==> src/rtl/ir_nec_pkg.sv <==
// Shared types, NEC nominal timings and the NEC-code-to-robot-command map for the IR decoder.
package ir_nec_pkg;

    typedef enum logic [2:0] {
        CMD_ON    = 3'd0,
        CMD_OFF   = 3'd1,
        CMD_FWD   = 3'd2,
        CMD_BACK  = 3'd3,
        CMD_LEFT  = 3'd4,
        CMD_RIGHT = 3'd5,
        CMD_STOP  = 3'd6
    } cmd_t;

    typedef struct packed {
        logic hit;
        cmd_t cmd;
    } nec_map_t;

    typedef enum logic [2:0] {
        IDLE,
        LEAD_MARK,
        LEAD_SPACE,
        BIT_MARK,
        BIT_SPACE,
        STOP_MARK,
        CHECK
    } state_t;

    localparam int NEC_LEAD_MARK_US   = 9000;
    localparam int NEC_LEAD_SPACE_US  = 4500;
    localparam int NEC_RPT_SPACE_US   = 2250;
    localparam int NEC_BIT_MARK_US    = 562;
    localparam int NEC_SPACE0_US      = 562;
    localparam int NEC_SPACE1_US      = 1687;
    localparam int NEC_TIMEOUT_US     = 12000;

    // Scales a microsecond duration by pct percent into clock cycles (floor).
    function automatic int us_to_cycles(input longint us, input longint hz, input longint pct);
        return int'((us * hz * pct) / 64'sd100000000);
    endfunction

    function automatic nec_map_t nec_to_cmd(input logic [7:0] code);
        nec_map_t m;
        m.hit = 1'b1;
        m.cmd = CMD_ON;
        case (code)
            8'h45:   m.cmd = CMD_ON;
            8'h46:   m.cmd = CMD_OFF;
            8'h18:   m.cmd = CMD_FWD;
            8'h52:   m.cmd = CMD_BACK;
            8'h08:   m.cmd = CMD_LEFT;
            8'h5A:   m.cmd = CMD_RIGHT;
            8'h1C:   m.cmd = CMD_STOP;
            default: m.hit = 1'b0;
        endcase
        return m;
    endfunction

endpackage

==> src/rtl/ir_nec_decoder_timer.sv <==
// ir_pulse_timer: synchronizes the raw IR line, flags its edges and measures the time since the last edge.
module ir_pulse_timer #(
    parameter int T_TIMEOUT = 300,
    parameter int DUR_W     = $clog2(T_TIMEOUT + 1)
) (
    input  logic             clk,
    input  logic             rst,
    input  logic             ir_in,
    output logic             rise,
    output logic             fall,
    output logic [DUR_W-1:0] dur
);

    localparam logic [DUR_W-1:0] DUR_MAX = DUR_W'(T_TIMEOUT);

    logic sync1, sync2, level_q;

    // Flops reset to the idle (high) line level so reset release never looks like a mark.
    always_ff @(posedge clk or posedge rst) begin
        if (rst) begin
            sync1   <= 1'b1;
            sync2   <= 1'b1;
            level_q <= 1'b1;
        end else begin
            sync1   <= ir_in;
            sync2   <= sync1;
            level_q <= sync2;
        end
    end

    assign rise = sync2 & ~level_q;
    assign fall = ~sync2 & level_q;

    always_ff @(posedge clk or posedge rst) begin
        if (rst) begin
            dur <= '0;
        end else if (rise || fall) begin
            dur <= '0;
        end else if (dur != DUR_MAX) begin
            dur <= dur + DUR_W'(1);
        end
    end

endmodule

==> src/rtl/ir_nec_decoder.sv <==
// ir_nec_decoder: decodes NEC IR frames into a 3-bit robot command held valid for one consumer sclk period.
// Define IR_REPEAT_EN to re-assert the last accepted command on NEC repeat frames.
module ir_nec_decoder
    import ir_nec_pkg::*;
#(
    parameter int         clk_hz  = 25000000,
    parameter int         sclk_hz = 256,
    parameter logic [7:0] ADDR    = 8'h00,
    parameter int         TOL_PCT = 25
) (
    input  logic       clk,
    input  logic       rst,
    input  logic       ir_in,
    output logic [2:0] command,
    output logic       ir_ready,
    output logic       frame_err
);

    localparam int T_TIMEOUT = us_to_cycles(NEC_TIMEOUT_US, clk_hz, 100);
    localparam int DUR_W     = $clog2(T_TIMEOUT + 1);
    localparam int LM_LO = us_to_cycles(NEC_LEAD_MARK_US,  clk_hz, 100 - TOL_PCT);
    localparam int LM_HI = us_to_cycles(NEC_LEAD_MARK_US,  clk_hz, 100 + TOL_PCT);
    localparam int LS_LO = us_to_cycles(NEC_LEAD_SPACE_US, clk_hz, 100 - TOL_PCT);
    localparam int LS_HI = us_to_cycles(NEC_LEAD_SPACE_US, clk_hz, 100 + TOL_PCT);
    localparam int RS_LO = us_to_cycles(NEC_RPT_SPACE_US,  clk_hz, 100 - TOL_PCT);
    localparam int RS_HI = us_to_cycles(NEC_RPT_SPACE_US,  clk_hz, 100 + TOL_PCT);
    localparam int BM_LO = us_to_cycles(NEC_BIT_MARK_US,   clk_hz, 100 - TOL_PCT);
    localparam int BM_HI = us_to_cycles(NEC_BIT_MARK_US,   clk_hz, 100 + TOL_PCT);
    localparam int S0_LO = us_to_cycles(NEC_SPACE0_US,     clk_hz, 100 - TOL_PCT);
    localparam int S0_HI = us_to_cycles(NEC_SPACE0_US,     clk_hz, 100 + TOL_PCT);
    localparam int S1_LO = us_to_cycles(NEC_SPACE1_US,     clk_hz, 100 - TOL_PCT);
    localparam int S1_HI = us_to_cycles(NEC_SPACE1_US,     clk_hz, 100 + TOL_PCT);
    localparam int HOLD   = clk_hz / sclk_hz;
    localparam int HOLD_W = $clog2(HOLD + 1);

    function automatic logic in_win(input int v, input int lo, input int hi);
        return (v >= lo) && (v <= hi);
    endfunction

    logic              rise, fall;
    logic [DUR_W-1:0]  dur;
    int                d;
    state_t            state, state_n;
    logic [4:0]        bit_idx;
    logic [31:0]       shift_reg;
    logic              shift_en, shift_val, idx_clr;
    logic              accept, err, rpt_fire;
    logic              frame_ok;
    nec_map_t          cmd_map;
    logic [HOLD_W-1:0] hold_cnt;
`ifdef IR_REPEAT_EN
    logic              rpt_set, is_rpt, last_valid;
`endif

    ir_pulse_timer #(
        .T_TIMEOUT(T_TIMEOUT),
        .DUR_W    (DUR_W)
    ) u_timer (
        .clk  (clk),
        .rst  (rst),
        .ir_in(ir_in),
        .rise (rise),
        .fall (fall),
        .dur  (dur)
    );

    assign d       = int'(dur);
    assign cmd_map = nec_to_cmd(shift_reg[23:16]);
    // Bits arrive LSB-first, so the frame reads {~cmd, cmd, ~addr, addr} from MSB down.
    assign frame_ok = (shift_reg[7:0] == ADDR)
                   && ((shift_reg[7:0] ^ shift_reg[15:8]) == 8'hFF)
                   && ((shift_reg[23:16] ^ shift_reg[31:24]) == 8'hFF)
                   && cmd_map.hit;

    always_ff @(posedge clk or posedge rst) begin
        if (rst) begin
            state <= IDLE;
        end else begin
            state <= state_n;
        end
    end

    always_comb begin
        state_n   = state;
        shift_en  = 1'b0;
        shift_val = 1'b0;
        idx_clr   = 1'b0;
        accept    = 1'b0;
        err       = 1'b0;
        rpt_fire  = 1'b0;
`ifdef IR_REPEAT_EN
        rpt_set   = 1'b0;
`endif
        if (state != IDLE && d == T_TIMEOUT) begin
            state_n = IDLE;
            err     = 1'b1;
        end else begin
            case (state)
                IDLE: if (fall) state_n = LEAD_MARK;
                LEAD_MARK: if (rise) state_n = in_win(d, LM_LO, LM_HI) ? LEAD_SPACE : IDLE;
                LEAD_SPACE: if (fall) begin
                    if (in_win(d, LS_LO, LS_HI)) begin
                        state_n = BIT_MARK;
                        idx_clr = 1'b1;
                    end else if (in_win(d, RS_LO, RS_HI)) begin
`ifdef IR_REPEAT_EN
                        state_n = STOP_MARK;
                        rpt_set = 1'b1;
`else
                        state_n = IDLE;
`endif
                    end else begin
                        state_n = IDLE;
                        err     = 1'b1;
                    end
                end
                BIT_MARK: if (rise) begin
                    state_n = in_win(d, BM_LO, BM_HI) ? BIT_SPACE : IDLE;
                    err     = !in_win(d, BM_LO, BM_HI);
                end
                BIT_SPACE: if (fall) begin
                    if (in_win(d, S0_LO, S0_HI) || in_win(d, S1_LO, S1_HI)) begin
                        shift_en  = 1'b1;
                        shift_val = in_win(d, S1_LO, S1_HI);
                        state_n   = (bit_idx == 5'd31) ? STOP_MARK : BIT_MARK;
                    end else begin
                        state_n = IDLE;
                        err     = 1'b1;
                    end
                end
                STOP_MARK: if (rise) begin
                    state_n = in_win(d, BM_LO, BM_HI) ? CHECK : IDLE;
                    err     = !in_win(d, BM_LO, BM_HI);
                end
                CHECK: begin
                    state_n = IDLE;
`ifdef IR_REPEAT_EN
                    if (is_rpt) rpt_fire = last_valid;
                    else
`endif
                    if (frame_ok) accept = 1'b1;
                    else          err    = 1'b1;
                end
                default: state_n = IDLE;
            endcase
        end
    end

    always_ff @(posedge clk or posedge rst) begin
        if (rst) begin
            bit_idx   <= '0;
            shift_reg <= '0;
        end else if (idx_clr) begin
            bit_idx <= '0;
        end else if (shift_en) begin
            bit_idx   <= bit_idx + 5'd1;
            shift_reg <= {shift_val, shift_reg[31:1]};
        end
    end

    // A (re)load always restarts the full hold window, so back-to-back commands never drop ir_ready.
    always_ff @(posedge clk or posedge rst) begin
        if (rst) begin
            command   <= 3'b000;
            ir_ready  <= 1'b0;
            frame_err <= 1'b0;
            hold_cnt  <= '0;
        end else begin
            frame_err <= err;
            if (accept) begin
                command  <= cmd_map.cmd;
                ir_ready <= 1'b1;
                hold_cnt <= HOLD_W'(HOLD);
            end else if (rpt_fire) begin
                ir_ready <= 1'b1;
                hold_cnt <= HOLD_W'(HOLD);
            end else if (hold_cnt != '0) begin
                hold_cnt <= hold_cnt - HOLD_W'(1);
                ir_ready <= (hold_cnt != HOLD_W'(1));
            end
        end
    end

`ifdef IR_REPEAT_EN
    always_ff @(posedge clk or posedge rst) begin
        if (rst) begin
            is_rpt     <= 1'b0;
            last_valid <= 1'b0;
        end else begin
            if (rpt_set)      is_rpt <= 1'b1;
            else if (idx_clr) is_rpt <= 1'b0;
            if (accept) last_valid <= 1'b1;
        end
    end
`endif

endmodule
==> config.mk <==
export PLATFORM = sky130hd
export DESIGN_NAME = ir_nec_decoder
export DESIGN_NICKNAME = d
export VERILOG_FILES = /design/src/rtl/ir_nec_pkg.sv /design/src/rtl/ir_nec_decoder_timer.sv /design/src/rtl/ir_nec_decoder.sv
export SDC_FILE = /design/constraint.sdc
export NUM_CORES = 1
export LEC_CHECK = 0
export ABC_AREA = 1
export BUFFER_PORTS_ARGS = -buffer_cell sky130_fd_sc_hd__clkbuf_2
export CAP_MARGIN = 0
export CORE_ASPECT_RATIO = 0.5
export CORE_UTILIZATION = 65
export DETAILED_ROUTE_END_ITERATION = 8
export PLACE_DENSITY = 0.82
export SLEW_MARGIN = 20
export SYNTH_ARGS = -nofsm -noshare
export SYNTH_HDL_FRONTEND = slang
export SYNTH_SLANG_ARGS = --single-unit
==> constraint.sdc <==
create_clock -name clk -period 4.89 [get_ports clk]
set_clock_uncertainty 0.2 [all_clocks]
set_input_delay 0.489 -clock clk [delete_from_list [all_inputs] [get_ports clk]]
set_output_delay 0.489 -clock clk [all_outputs]
set_load 0.005 [all_outputs]
* After elaboration in Yosys (flattened, before gate mapping)
Cells that the tools add are included.
** Word-level totals
- Register bits :: 84
- Input port bits :: 3
- Word-level logic and storage cells :: 127
- Output and inout port bits :: 5
** Operators by class
- Reductions and logical operators :: 23
- $add $sub $neg :: 3
- Order comparisons :: 10
- Multiplexer cells :: 48
- Eq/ne operators :: 25
- Bitwise logic cells :: 7
** Operators by type and width (count)
- two-way mux 19 bit :: 2
- one-hot mux 3 bit (6 select lines) :: 2
- two-way mux 17 bit :: 2
- two-way mux 3 bit :: 11
- == test 8 x 7 -> 1 bit, second input constant :: 4
- two-way mux 1 bit :: 26
- adder 19 x 1 -> 19 bit, second input constant :: 1
- == test 19 bit, second input constant :: 1
- >= comparator 19 x 14 -> 1 bit, second input constant :: 1
- >= comparator 19 x 15 -> 1 bit, second input constant :: 1
- >= comparator 19 x 16 -> 1 bit, second input constant :: 1
- >= comparator 19 x 17 -> 1 bit, second input constant :: 1
- >= comparator 19 x 18 -> 1 bit, second input constant :: 1
- less-or-equal comparator 19 x 15 -> 1 bit, second input constant :: 1
- less-or-equal comparator 19 x 16 -> 1 bit, second input constant :: 1
- less-or-equal comparator 19 x 17 -> 1 bit, second input constant :: 1
- less-or-equal comparator 19 x 18 -> 1 bit, second input constant :: 1
- less-or-equal comparator 19 bit, second input constant :: 1
- inequality test 19 bit, second input constant :: 1
- inequality test 3 x 2 -> 1 bit, second input constant :: 6
- inequality test 17 x 1 -> 1 bit, second input constant :: 1
- nonzero test 17 bit :: 1
- subtractor 17 x 1 -> 17 bit, second input constant :: 1
- == test 8 x 5 -> 1 bit, second input constant :: 2
- other kinds (24) :: 45

* Logic depth before layout (Yosys ltp)
Gate-level depths: netlist of run 1.
- Depth in word-level cells :: 9
- Depth in mapped cells :: 16
- Mapped depth without buffers :: 15

* Modules after synthesis
From an unflattened synthesis of run 1, not the netlist that was laid out.
** Second synthesis, totals
- Cells, all modules :: 818
- Area total of the unflattened synthesis :: 5639.2 µm²
** By module, submodules not included
- ir_nec_decoder :: times used 1, area each 4380.5 µm², seq. area each 1551.5 µm², cells each 650
- ir_pulse_timer :: times used 1, area each 1258.7 µm², seq. area each 554.3 µm², cells each 168

* Worst setup path after synthesis of run 1
Ideal clock, no wire load.
- Path kind :: flip-flop to flip-flop
- Start point :: register hold_cnt[0]
- End point :: register hold_cnt[12]
- Setup time :: 0.122 ns
- Path buffers :: 0
- Slack :: 2.898 ns
- Stages on the path, launching flop included :: 13
- Data required time :: 4.568 ns
- Arrival time :: 1.670 ns
- Clock period less this slack :: 1.992 ns
- Cell sequence :: dfrtp_1 -> inv_1 -> ha_1 -> nand2_1 -> nor2_1 -> nand2_1 -> inv_1 -> nand3_1 -> inv_1 -> nor2_1 -> nand3_1 -> xor2_1 -> nand2_1
** On the way
- Word-level cells in the longest chain between the ends :: 3
- Elaborated cells between the ends (all ways) :: 5
- Classes of those cells :: 1 x add/sub; 2 x mux; 2 x reduce/logical
** Ends and longest elaborated chain
- start: declaration :: RTL line ir_nec_decoder.sv:50 : logic [HOLD_W-1:0] hold_cnt;
- start signal: assignment :: RTL line ir_nec_decoder.sv:173 : hold_cnt <= HOLD_W'(HOLD);
- start signal: assignment :: RTL line ir_nec_decoder.sv:176 : hold_cnt <= HOLD_W'(HOLD);
- start signal: assignment :: RTL line ir_nec_decoder.sv:178 : hold_cnt <= hold_cnt - HOLD_W'(1);
- subtractor 17 x 1 -> 17 bit :: RTL line ir_nec_decoder.sv:178
- two-way mux 17 bit :: RTL line ir_nec_decoder.sv:177 : end else if (hold_cnt != '0) begin
- two-way mux 17 bit :: RTL line ir_nec_decoder.sv:170 : if (accept) begin
Parallel ways exist; a longest one is shown, timed or not. The select of a mux whose other input is x is not followed.
A chain may end at the register's enable or synchronous reset.

* Worst setup path in the final report of run 1
- Start point :: register u_timer.dur[10]
- End point :: register shift_reg[13]
** On the way
- Word-level cells in the longest chain between the ends :: 8
- Elaborated cells between the ends (all ways) :: 22
- Classes of those cells :: 6 x order compare; 1 x eq/ne; 8 x mux; 1 x bitwise; 6 x reduce/logical
** Ends and longest elaborated chain
- start: declaration :: RTL line ir_nec_decoder_timer.sv:11 : output logic [DUR_W-1:0] dur
- start signal: assignment :: RTL line ir_nec_decoder_timer.sv:40 : dur <= dur + DUR_W'(1);
- >= comparator 19 x 14 -> 1 bit, or another cell as far along :: RTL line ir_nec_decoder.sv:37 : return (v >= lo) && (v <= hi);
- logical AND 1 bit :: RTL line ir_nec_decoder.sv:37
- logical OR 1 bit or two-way mux 1 bit (tied branches) :: RTL line ir_nec_decoder.sv:122, ir_nec_decoder.sv:102
- two-way mux 1 bit, on equally long branches :: RTL line ir_nec_decoder.sv:122, ir_nec_decoder.sv:101
- two-way mux 1 bit, on equally long branches :: RTL line ir_nec_decoder.sv:121, ir_nec_decoder.sv:98
- two-way mux 1 bit, on equally long branches :: RTL line ir_nec_decoder.sv:98, ir_nec_decoder.sv:94
- two-way mux 1 bit or inverter 1 bit (tied branches)
- AND reduction 2 bit (no line) (*)
- end signal: assignment :: RTL line ir_nec_decoder.sv:157 : shift_reg <= {shift_val, shift_reg[31:1]};
- end: declaration :: RTL line ir_nec_decoder.sv:45 : logic [31:0] shift_reg;
Every way passes the cells marked *; elsewhere a longest branch is shown, timed or not.

==> flow_metrics.env, run 1 <==
export IMPL_arrival_ps=3120
export IMPL_grt_first_pass_wirelength_mm=24.0
export IMPL_synth_adder_area_share_pct=2.27
export IMPL_finalWeightedCongestion=1.11
export IMPL_ant_nets=0
export IMPL_synth_simple_gate_area_share_pct=38.6
export IMPL_largest_register_ffs=32
export IMPL_fmax_mhz=324
export IMPL_postCtsHoldBufs=0
export IMPL_r2r_start="u_timer.dur[10]$_DFFE_PP0P_"
export IMPL_maxCapViolations=0
export IMPL_slew_viol_final=0
export IMPL_r2r_end="shift_reg[13]$_DFFE_PP0P_"
export IMPL_setup_viol=0
export IMPL_power_density_nw_per_um2=264
export IMPL_peakVddDrop_uv=167
export IMPL_hold_class="input port to asynchronous set/reset pin"
export IMPL_multiInputGateArea_um2=2850
export IMPL_final_hold_violation_count=0
export IMPL_post_cts_buffers=0
export IMPL_core_area_um2=8120
export IMPL_layout_min_cycle_time_ps=3090
export IMPL_route_detailed_drc=0
export IMPL_ioPinCount=8
export IMPL_p_leak_uw=0.00298
export IMPL_wl_met3_mm=1.31
export IMPL_via_per_inst=5.84
export IMPL_cp_max_fo=43
export IMPL_critPathKind="register to register"
export IMPL_period_share_pct=63.2
export IMPL_critical_path_max_stage_delay_ps=800
export IMPL_synth_main_ff_cell="dfrtp_1"
export IMPL_area_growth_pct=5.68
export IMPL_antenna_found_initial=0
export IMPL_rsz0062_at_grt="false"
export IMPL_grt_pass1_vias=4917
export IMPL_start_util_pct=67.9
export IMPL_cts_path_max_buffers=2
export IMPL_status="complete, no violations"
export IMPL_max_slew_margin_pct=33.8
export IMPL_wl_mm=14.8
export IMPL_met1Wirelength_mm=6.27
export IMPL_worstMarginPinSlew_ps=990
export IMPL_tritoncts="built"
export IMPL_synth_compound_area_share_pct=8.67
export IMPL_cp_start_kind="register"
export IMPL_finalSetupTns_ps=0
export IMPL_critical_path_top_delay_family="simple AND/OR/NAND/NOR gates"
export IMPL_grt_overflow_total=0
export IMPL_io_buffers=7
export IMPL_ctsHtreeMaxLevel=3
export IMPL_yosys_warnings=0
export IMPL_ys_async_sr_fraction_pct=100
export IMPL_synth_seq_area_share_pct=38.2
export IMPL_critPathMostFrequentCell="nand2_1"
export IMPL_num_antenna_cells=0
export IMPL_dr_wl_met2_mm=6.85
export IMPL_netlist_instances=813
export IMPL_path_clk_slew_ps=70
export IMPL_rows=23
export IMPL_cts_resized=0
export IMPL_ys_types=38
export IMPL_regArea_um2=2110
export IMPL_clock_sinks=84
export IMPL_firstDrtPassIters=6
export IMPL_clock_latency_ps=350
export IMPL_die_area_um2=8870
export IMPL_avgSynthCellArea_um2=6.78
export IMPL_synth_top_family_by_area="simple AND/OR/NAND/NOR gates"
export IMPL_required_ps=4910
export IMPL_ys_ff_latch=84
export IMPL_vias=5400
export IMPL_final_nets=821
export IMPL_syn_nets=826
export IMPL_numCtsBuffers=9
export IMPL_synth_area_um2=5510
export IMPL_synth_edf_count=0
export IMPL_place_hpwl_mm=10.7
export IMPL_top_layer="met4"
export IMPL_ff2ff_setup_slack_ps=1800
export IMPL_die_y_um=67.1
export IMPL_synthXorXnorAreaFrac_pct=2.07
export IMPL_crit_buf_inv=1
export IMPL_routedWlPerCell_um=16.0
export IMPL_detail_route_iter0_violations=504
export IMPL_grt_usage_pct=35.4
export IMPL_synthMuxAreaShare_pct=0
export IMPL_root_buffer="clkbuf_16"
export IMPL_final_util_pct=71.8
export IMPL_slowest_stage="a21oi_4"
export IMPL_crit_path_cell_trace="inv_2, nor2_1, nand4_1, nand3b_1, nand2_1, nand2_2, a21oi_4, nand2_1, o21ai_0"
export IMPL_endpoint_kind="register"
export IMPL_final_common_cell="nand2_1"
export IMPL_fin_total_pwr_uw=1540
export IMPL_reg2regPathDepth=9
export IMPL_fill_cells=646
export IMPL_grt_max_degree=46
export IMPL_die_w_um=132
export IMPL_drive_above_1_share_pct=6.15
export IMPL_layout_common_cells="nand2_1 (237), nor2_1 (110), inv_1 (94)"
synth_stat cells, drive strengths merged (2+ instances only):
cell / instances / area (um^2)
nand3b: 2 / 15.0
xnor2: 6 / 52.6
nor4: 7 / 43.8
nand2: 240 / 908
ha: 10 / 125
or2: 3 / 18.8
dfstp: 3 / 78.8
buf: 23 / 175
nor3b: 3 / 22.5
o21ai: 53 / 265
nor2: 116 / 460
nand3: 68 / 345
xor2: 7 / 61.3
nor3: 27 / 140
inv: 101 / 379
nand4: 27 / 175
a21oi: 23 / 126
o211ai: 3 / 22.5
dfrtp: 81 / 2030
a31oi: 3 / 18.8
kinds of logic after synthesis:
logic type,count (synthesis)
simple gates,493
buf+inv,125
compound gates,88
flops,84
xor+xnor,13
fa+ha+maj,10
where the power goes:
| part | total, uW | internal [uW] | switching, uW |
|---|---|---|---|
| sequential | 721 | 705 | 15.4 |
| clock | 715 | 406 | 309 |
| combinational | 100 | 26.5 | 73.5 |
cell type report:
class,count,area share [%]
Clock buffer,9,3.87
Clock inverter,7,1.42
Inverter,101,6.53
Multi-Input combinational cell,604,48.9
Sequential cell,84,36.2
Tap cell,112,2.41
Timing Repair Buffer,8,0.731
metrics by stage:
stage	setup slack [ps]	cell area, um^2	hold slack [ps]	cells
floorplan	2040	5510	145	813
global placement	1930	5520	146	909
detailed placement	2020	5520	148	909
CTS	1930	5820	14.4	925
global route	1660	5820	22.5	925
finish	1800	5820	21.9	925
routing by layer:
layer | vias to the layer above | track usage (%)
li1 | 2618 | -
met1 | 2488 | 44.3
met2 | 255 | 60.3
met3 | 39 | 9.51
met4 | 0 | 12.9
met5 | - | 0
worst max-delay path by stage:
stage / start / to / cells past startpoint
after floorplan: rst / bit_idx[0]$_DFFE_PP0P_ / 1
after global placement: u_timer.dur[10]$_DFFE_PP0P_ / bit_idx[2]$_DFFE_PP0P_ / 9
after detailed placement: u_timer.dur[10]$_DFFE_PP0P_ / bit_idx[2]$_DFFE_PP0P_ / 9
after CTS: u_timer.dur[10]$_DFFE_PP0P_ / shift_reg[13]$_DFFE_PP0P_ / 9
after global routing: u_timer.dur[10]$_DFFE_PP0P_ / shift_reg[13]$_DFFE_PP0P_ / 9
final: u_timer.dur[10]$_DFFE_PP0P_ / shift_reg[13]$_DFFE_PP0P_ / 9
Power figures use the tool's default switching activity.
==> inputs of run 2 (changes only) <==
CORE_UTILIZATION = 58   (was 65)
PLACE_DENSITY = 0.77   (was 0.82)
clock period = 2.48 ns   (was 4.89 ns; I/O delays follow)
==> flow_metrics.env, run 2 (synthesis results as in run 1) <==
export IMPL_status="complete, no violations"
export IMPL_route_detailed_drc=0
export IMPL_max_slew_margin_pct=45.8
export IMPL_area_growth_pct=12.6
export IMPL_seqPwrFrac_pct=46.7
export IMPL_critical_path_top_delay_family="simple AND/OR/NAND/NOR gates"
export IMPL_final_nets=856
export IMPL_finalSetupTns_ps=0
export IMPL_final_util_pct=69.4
export IMPL_ctsHtreeMaxLevel=3
export IMPL_ff2ff_setup_slack_ps=130
export IMPL_slew_viol_final=0
export IMPL_worstMarginPinSlew_ps=812
export IMPL_cp_max_fo=30
export IMPL_p_int_uw=2260
export IMPL_die_w_um=140
export IMPL_clock_latency_ps=350
export IMPL_p_leak_uw=0.00317
export IMPL_hold_path_depth=0
export IMPL_routedWlPerCell_um=15.7
export IMPL_cts_path_max_buffers=2
export IMPL_critical_path_max_stage_delay_ps=500
export IMPL_num_antenna_cells=0
export IMPL_maxCapViolations=0
export IMPL_instances_no_fill=965
export IMPL_grt_overflow_total=0
export IMPL_swShare_pct=26.1
export IMPL_ioPinCount=8
export IMPL_holdCritStartpoint="u_timer.sync1$_DFF_PP1_"
export IMPL_rsz0062_at_grt="false"
export IMPL_setup_viol=0
export IMPL_arrival_ps=2410
export IMPL_finalWeightedCongestion=1.07
export IMPL_root_buffer="clkbuf_16"
export IMPL_core_area_um2=8950
export IMPL_path_clk_slew_ps=70
export IMPL_required_ps=2540
export IMPL_reg2regPathDepth=11
export IMPL_io_buffers=7
export IMPL_period_share_pct=94.7
export IMPL_crit_path_cell_trace="inv_1, buf_4, nand4_1, nor2_1, nand3_1, nand3_1, nand2_2, a21oi_4, buf_12, nand2_1, o21ai_0"
export IMPL_layout_min_cycle_time_ps=2350
export IMPL_critPathMostFrequentCell="nand3_1"
export IMPL_min_to="u_timer.sync2$_DFF_PP1_"
export IMPL_numCtsBuffers=9
export IMPL_fill_cells=723
export IMPL_peakVddDrop_uv=375
export IMPL_ant_nets=0
export IMPL_drive_above_1_share_pct=11.3
export IMPL_placed_cells=946
export IMPL_place_hpwl_mm=11.3
export IMPL_clkPwrFrac_pct=46.1
export IMPL_power_density_nw_per_um2=492
export IMPL_final_common_cell="nand2_1"
export IMPL_grt_pass1_vias=5282
export IMPL_die_y_um=70.9
export IMPL_p_switching_uw=797
export IMPL_r2r_end="shift_reg[13]$_DFFE_PP0P_"
export IMPL_tritoncts="built"
export IMPL_cp_start_kind="register"
export IMPL_grt_first_pass_wirelength_mm=25.4
export IMPL_start_util_pct=61.6
export IMPL_timing_hold_ws_ps=166
export IMPL_grt_max_degree=34
export IMPL_via_per_inst=5.70
export IMPL_grt_usage_pct=32.9
export IMPL_largest_register_ffs=32
export IMPL_crit_buf_inv=3
export IMPL_comb_power_share_pct=7.3
export IMPL_r2r_start="u_timer.dur[15]$_DFFE_PP0P_"
export IMPL_slowest_stage="dfrtp_1"
export IMPL_fmax_mhz=426
export IMPL_antenna_found_initial=0
export IMPL_clock_sinks=84
export IMPL_wl_mm=15.1
export IMPL_final_hold_violation_count=0
export IMPL_endpoint_kind="register"
export IMPL_critPathKind="register to register"
export IMPL_vias=5503
export IMPL_firstDrtPassIters=6
export IMPL_hold_class="register to register"
export IMPL_die_area_um2=9920
export IMPL_rows=24
export IMPL_layout_common_cells="nand2_1 (237), nor2_1 (105), inv_1 (93)"
export IMPL_detail_route_iter0_violations=710
-- run 2: cell types whose count changed in the layout (fill, tap and decap cells not counted), moves of 2 or more --
cell / change
dfrtp_2: +6
buf_12: +6
nor2_2: +5
buf_4: +27
dfrtp_1: -6
dlygate4sd3_1: +2
nor2_1: -5
-- run 2: cell type report --
cell class	instances	area, um^2	area share, %
tap	117	146	2.36
sequential	84	2110	34.0
clock inverter	7	81.3	1.31
multi-input combinational	604	2870	46.3
timing repair buffer	43	385	6.21
inverter	101	383	6.17
clock buffer	9	225	3.63
-- run 2: how the worst max path moves through the flow --
stage	slack (ps)	startpoint	end	cells after the start
after CTS	40	hold_cnt[0]$_DFFE_PP0P_	hold_cnt[12]$_DFFE_PP0P_	12
after global placement	100	u_timer.dur[14]$_DFFE_PP0P_	hold_cnt[4]$_DFFE_PP0P_	8
after detailed placement	70	hold_cnt[0]$_DFFE_PP0P_	hold_cnt[12]$_DFFE_PP0P_	12
final	130	u_timer.dur[15]$_DFFE_PP0P_	shift_reg[13]$_DFFE_PP0P_	11
after global routing	5	u_timer.dur[15]$_DFFE_PP0P_	shift_reg[30]$_DFFE_PP0P_	12
after floorplan	490	hold_cnt[0]$_DFFE_PP0P_	hold_cnt[12]$_DFFE_PP0P_	12
-- run 2: layer usage --
metal,up-vias,track usage [%],wire length (um),part of all wire [%]
met5,-,0,0,0
met2,224,54.2,6970,46
li1,2678,-,-,-
met4,0,11.7,245,1.6
met3,24,5.82,1060,7.0
met1,2577,44.2,6840,45
-- run 2: timing repair --
action,CTS,global route
resized for setup,0,14
endpoints found under the hold margin,29,0
setup buffers,0,1
hold buffers,2,0
setup endpoints to repair,0,49
-- run 2: power by group through the flow --
stage	clock (uW)	sequential, uW	combinational [uW]
after floorplan	0	1430	153
after global placement	0	1450	214
after detailed placement	0	1450	215
after CTS	1420	1420	220
after global routing	1480	1430	252
final	1410	1420	222
-- run 2: stage by stage --
step / power (uW) / setup slack (ps) / instance area (um^2)
final: 3050 / 132 / 6210
after global routing: 3160 / 5.30 / 6210
after floorplan: 1590 / 488 / 5510
after CTS: 3060 / 44.1 / 6170
after global placement: 1660 / 101 / 5840
after detailed placement: 1660 / 73.3 / 5840
